### src/rtl/i2c_line_mux.sv
// Registered N:1 line multiplexer with break-before-make channel switching.
// A channel change drives IDLE_VAL for GAP cycles before routing the new input.
module i2c_line_mux #(
    parameter int                      WIDTH    = 2,
    parameter int                      CHANNELS = 4,
    parameter int                      GAP      = 2,
    parameter logic [WIDTH-1:0]        IDLE_VAL = {WIDTH{1'b1}},
    parameter int                      SEL_W    = $clog2(CHANNELS)
) (
    input  logic                      clk,
    input  logic                      reset,
    input  logic [CHANNELS*WIDTH-1:0] in,
    input  logic [SEL_W-1:0]          sel_req,
    input  logic                      sel_valid,
    output logic                      sel_ready,
    output logic [WIDTH-1:0]          out,
    output logic [SEL_W-1:0]          cur_sel,
    output logic                      switching,
    output logic                      sel_err
);

    localparam int CNT_W = (GAP < 1) ? 1 : $clog2(GAP + 1);

    typedef enum logic {
        ACTIVE = 1'b0,
        BREAK  = 1'b1
    } state_t;

    state_t             state;
    logic [CNT_W-1:0]   gap_cnt;
    logic [SEL_W-1:0]   pending;
    logic               accept;
    logic               req_in_range;
    logic               req_is_new;

    function automatic logic [WIDTH-1:0] chan(input logic [CHANNELS*WIDTH-1:0] bus,
                                              input logic [SEL_W-1:0]          s);
        return bus[int'(s)*WIDTH +: WIDTH];
    endfunction

    // Handshake and status are decoded from state only, never from the data inputs.
    assign sel_ready    = (state == ACTIVE);
    assign switching    = (state == BREAK);
    assign accept       = sel_valid && sel_ready;
    assign req_in_range = (int'(sel_req) < CHANNELS);
    assign req_is_new   = req_in_range && (sel_req != cur_sel);

    always_ff @(posedge clk) begin
        if (reset) begin
            state   <= ACTIVE;
            cur_sel <= '0;
            out     <= IDLE_VAL;
            gap_cnt <= '0;
            sel_err <= 1'b0;
        end else begin
            sel_err <= 1'b0;
            case (state)
                ACTIVE: begin
                    if (accept && !req_in_range) begin
                        sel_err <= 1'b1;
                        out     <= chan(in, cur_sel);
                    end else if (accept && req_is_new) begin
                        if (GAP > 0) begin
                            // Break first: idle the line, remember where to go.
                            pending <= sel_req;
                            gap_cnt <= CNT_W'(GAP);
                            state   <= BREAK;
                            out     <= IDLE_VAL;
                        end else begin
                            cur_sel <= sel_req;
                            out     <= chan(in, sel_req);
                        end
                    end else begin
                        out <= chan(in, cur_sel);
                    end
                end
                BREAK: begin
                    if (gap_cnt <= CNT_W'(1)) begin
                        // Last idle cycle ends here; make the new connection.
                        state   <= ACTIVE;
                        cur_sel <= pending;
                        out     <= chan(in, pending);
                        gap_cnt <= '0;
                    end else begin
                        gap_cnt <= gap_cnt - CNT_W'(1);
                        out     <= IDLE_VAL;
                    end
                end
                default: begin
                    state <= ACTIVE;
                    out   <= IDLE_VAL;
                end
            endcase
        end
    end

endmodule
### config.mk
export PLATFORM = sky130hd
export DESIGN_NAME = i2c_line_mux
export DESIGN_NICKNAME = d
export VERILOG_FILES = /design/src/rtl/i2c_line_mux.sv
export SDC_FILE = /design/constraint.sdc
export NUM_CORES = 1
export LEC_CHECK = 0
export BUFFER_PORTS_ARGS = -buffer_cell sky130_fd_sc_hd__buf_2
export CORE_AREA = 3 3 40 42
export DETAILED_ROUTE_END_ITERATION = 10
export DIE_AREA = 0 0 43 45
export GPL_ROUTABILITY_DRIVEN = 0
export PLACE_DENSITY = 0.69
export SYNTH_ARGS = -nofsm -noshare
export SYNTH_HDL_FRONTEND = slang
export SYNTH_SLANG_ARGS = --single-unit
### constraint.sdc
create_clock -name clk -period 2.9 [get_ports clk]
set_input_delay 0.145 -clock clk [delete_from_list [all_inputs] [get_ports clk]]
set_output_delay 0.145 -clock clk [all_outputs]
set_load 0.05 [all_outputs]
==> impl_metrics.yaml <==
sta:
  fin_hold_ws_ns: 0.08281
  worst_slack_ns: 1.537
  finalClockSkew_ns: 0.002130
  finalCriticalPeriod_ns: 1.363
  final-setup-viol-count: 0
  rsz0062_at_grt: "no"
  final-hold-violation-count: 0
  final.period_utilization_pct: 46.99
  finalSetupTns_ns: 0
  timing.fmax_mhz: 733.8
  slew_viol_final: 0
routing:
  dr.pass1.iters: 4
  drc: 0
  wl_per_cell_um: 12.79
  ant_nets: 0
  viasPerCell: 5.128
  vias: 400
  routed_wl_um: 998
  drt_iter0_drc: 9
cts:
  ctsHoldBuffers: 0
  cts_made_buffers: 3
  clk_pin_slew_worst_paths_ns: 0.06
  h-tree-depth: 1
  cts_root_buffer: "clkbuf_4"
  cts_tree: "built"
  cts_resized: 0
  clockBufferDepth: 2
  cts.sinks: 9
  clkLatencyLatePin_ns: 0.26
  postCtsSetupRepairBufs: 0
power_and_ir_drop:
  p_int_mw: 0.2150
  clockPowerShare_pct: 30.5
  power.switching_mw: 0.09473
  leakage_nw: 0.2571
  switching_share_pct: 30.59
  pwr-share-comb_pct: 23.1
  seqPwrFrac_pct: 46.4
  power.density_nw_per_um2: 531.2
  ir_worst_vdd_v: 0.0002057
synthesis:
  seq_area_frac_synth_pct: 43.48
  synth_area_um2: 460.4
  synth_edf_count: 2
  synth_fp_nets: 56
  syn_inst: 43
  netlist_top_cells_area: "dfxtp_1 (30%), mux4_1 (17%), edfxtp_1 (13%), mux4_2 (4.9%), a21oi_1 (4.3%)"
  postSynthAreaPerCell_um2: 10.71
  ys.flop_type: "dfxtp_1"
  netlist.area_leader.share_pct: 30.43
  yosys.cell_types.count: 20
  synthArstFlopShare_pct: 0
  synth_seq_cells: 9
  yosys.area.top_type: "dfxtp_1"
  yosys_warnings: 0
finish:
  regArea_um2: 200.2
  final_area_um2: 583.1
  nNetsFinal: 77
  n_antenna_cell: 0
  final_layout_size_suffix_gt1_share_pct: 34.92
  fill_cells: 126
  final_cell_mix: "buf_2 (18), dfxtp_1 (7), nand2_1 (5)"
  synthToLayoutAreaGrowth_pct: 26.63
  final_common_cell: "buf_2"
  multiInputGateArea_um2: 240.2
  final_util_pct: 45.37
critical_path:
  critical_path_required_ns: 3.03
  cp_data_arrival_time_ns: 1.50
  reg2reg_to: "out[0]$_SDFF_PP1_"
  rrSetupSlack_ns: 1.54
  cp-end-kind: "flop"
  critPathMaxFanout: 5
  r2r_cells: 3
  critical_path_class: "reg -> reg"
  start_kind: "flop"
  regToRegStartpoint: "cur_sel[0]$_SDFFE_PP0P_"
floorplanning:
  row_count: 13
  core-area_um2: 1285
  dieArea_um2: 1935
  die_w_um: 43
  initial_core_util_pct: 35.83
  io_pins: 20
  dieHeight_um: 45
grt:
  grt_pass1_wl_um: 1621
  grt_pass1_vias: 391
  grt_overflow: 0
  grt_max_degree: 12
  grtUsageTotal_pct: 11.53
  antenna_found_initial: 0
worst_hold_path:
  whs_path_depth: 1
  worstHoldStart: "sel_req[1]"
  hold_path_class: "in -> reg"
  hold_path_end: "pending[1]$_DFFE_PP_"
placement:
  dpl_cell_area_um2: 556.8
  dp_hpwl_um: 783.5
  io_buffers: 18
  dp_slack_ns: 1.554
outcome:
  status: "complete, no violations"
flow_run:
  maxCapViolCount: 0
[registers in the layout, summed over array words and instances (netlist names)]
register,flops
pending,2
gap_cnt,2
out,2
switching,1
cur_sel,2
[final cells by class]
cell class | instances | area share, %
multi-input cells | 30 | 41.20
flip-flops and latches | 9 | 34.33
repair buffers | 18 | 15.45
clock buffers | 4 | 4.506
well taps | 15 | 3.219
inverters | 2 | 1.288
[worst max path at each step]
stage	startpoint	endpoint	slack (ns)	cells after the start
6_report	cur_sel[0]$_SDFFE_PP0P_	out[0]$_SDFF_PP1_	1.54	3
5_1_grt	cur_sel[0]$_SDFFE_PP0P_	out[0]$_SDFF_PP1_	1.47	3
4_1_cts	cur_sel[0]$_SDFFE_PP0P_	out[0]$_SDFF_PP1_	1.54	3
3_5_place_dp	cur_sel[0]$_SDFFE_PP0P_	out[0]$_SDFF_PP1_	1.55	3
3_3_place_gp	cur_sel[0]$_SDFFE_PP0P_	out[0]$_SDFF_PP1_	1.57	3
2_1_floorplan	switching$_SDFF_PP0_	pending[0]$_DFFE_PP_	1.24	3
[cell usage after synthesis, types with 2 or more instances]
library cell / n
a21oi_1: 4
mux4_1: 3
edfxtp_1: 2
nand2_1: 5
xor2_1: 2
inv_1: 2
a31oi_1: 2
nor3_1: 3
nor2_1: 3
dfxtp_1: 7
[power by group through the flow]
stage               registers (mW)  clock network (mW)  logic (mW)
floorplan                    0.164                   0      0.0343
global placement             0.146                   0      0.0712
detailed placement           0.146                   0      0.0719
CTS                          0.144              0.0989      0.0723
global route                 0.144               0.107      0.0777
finish                       0.144              0.0943      0.0716
[metal layers]
| metal | share of wire, % | track usage (%) |
|---|---|---|
| met1 | 42 | 12.19 |
| met2 | 49 | 19.46 |
| met3 | 9.2 | 5.976 |
| met4 | 0 | 4.819 |
| met5 | 0 | 0 |
[logic make-up after synthesis]
kind of cell | Yosys count | share of synthesized area, %
xor gates and xnor gates | 2 | 3.805
other | 1 | 0.8144
muxes | 4 | 22.01
DFF | 9 | 43.48
AOI/OAI and AO/OA | 10 | 13.04
and+or+nand+nor | 13 | 12.50
buffers and inverters | 4 | 4.348
[stage by stage]
step                      std cells  power (mW)
after floorplan                  43      0.1983
after global placement           74      0.2175
after detailed placement         74      0.2183
after CTS                        78      0.3149
after global routing             78      0.3288
final                            78      0.3097
[critical path, stage by stage, from the launching register on]
cell and delay [ns]:
dfxtp_1 0.45, mux4_1 0.59, nor2_1 0.11, a31oi_1 0.09
Note: power is estimated with default switching activity, not from simulation.
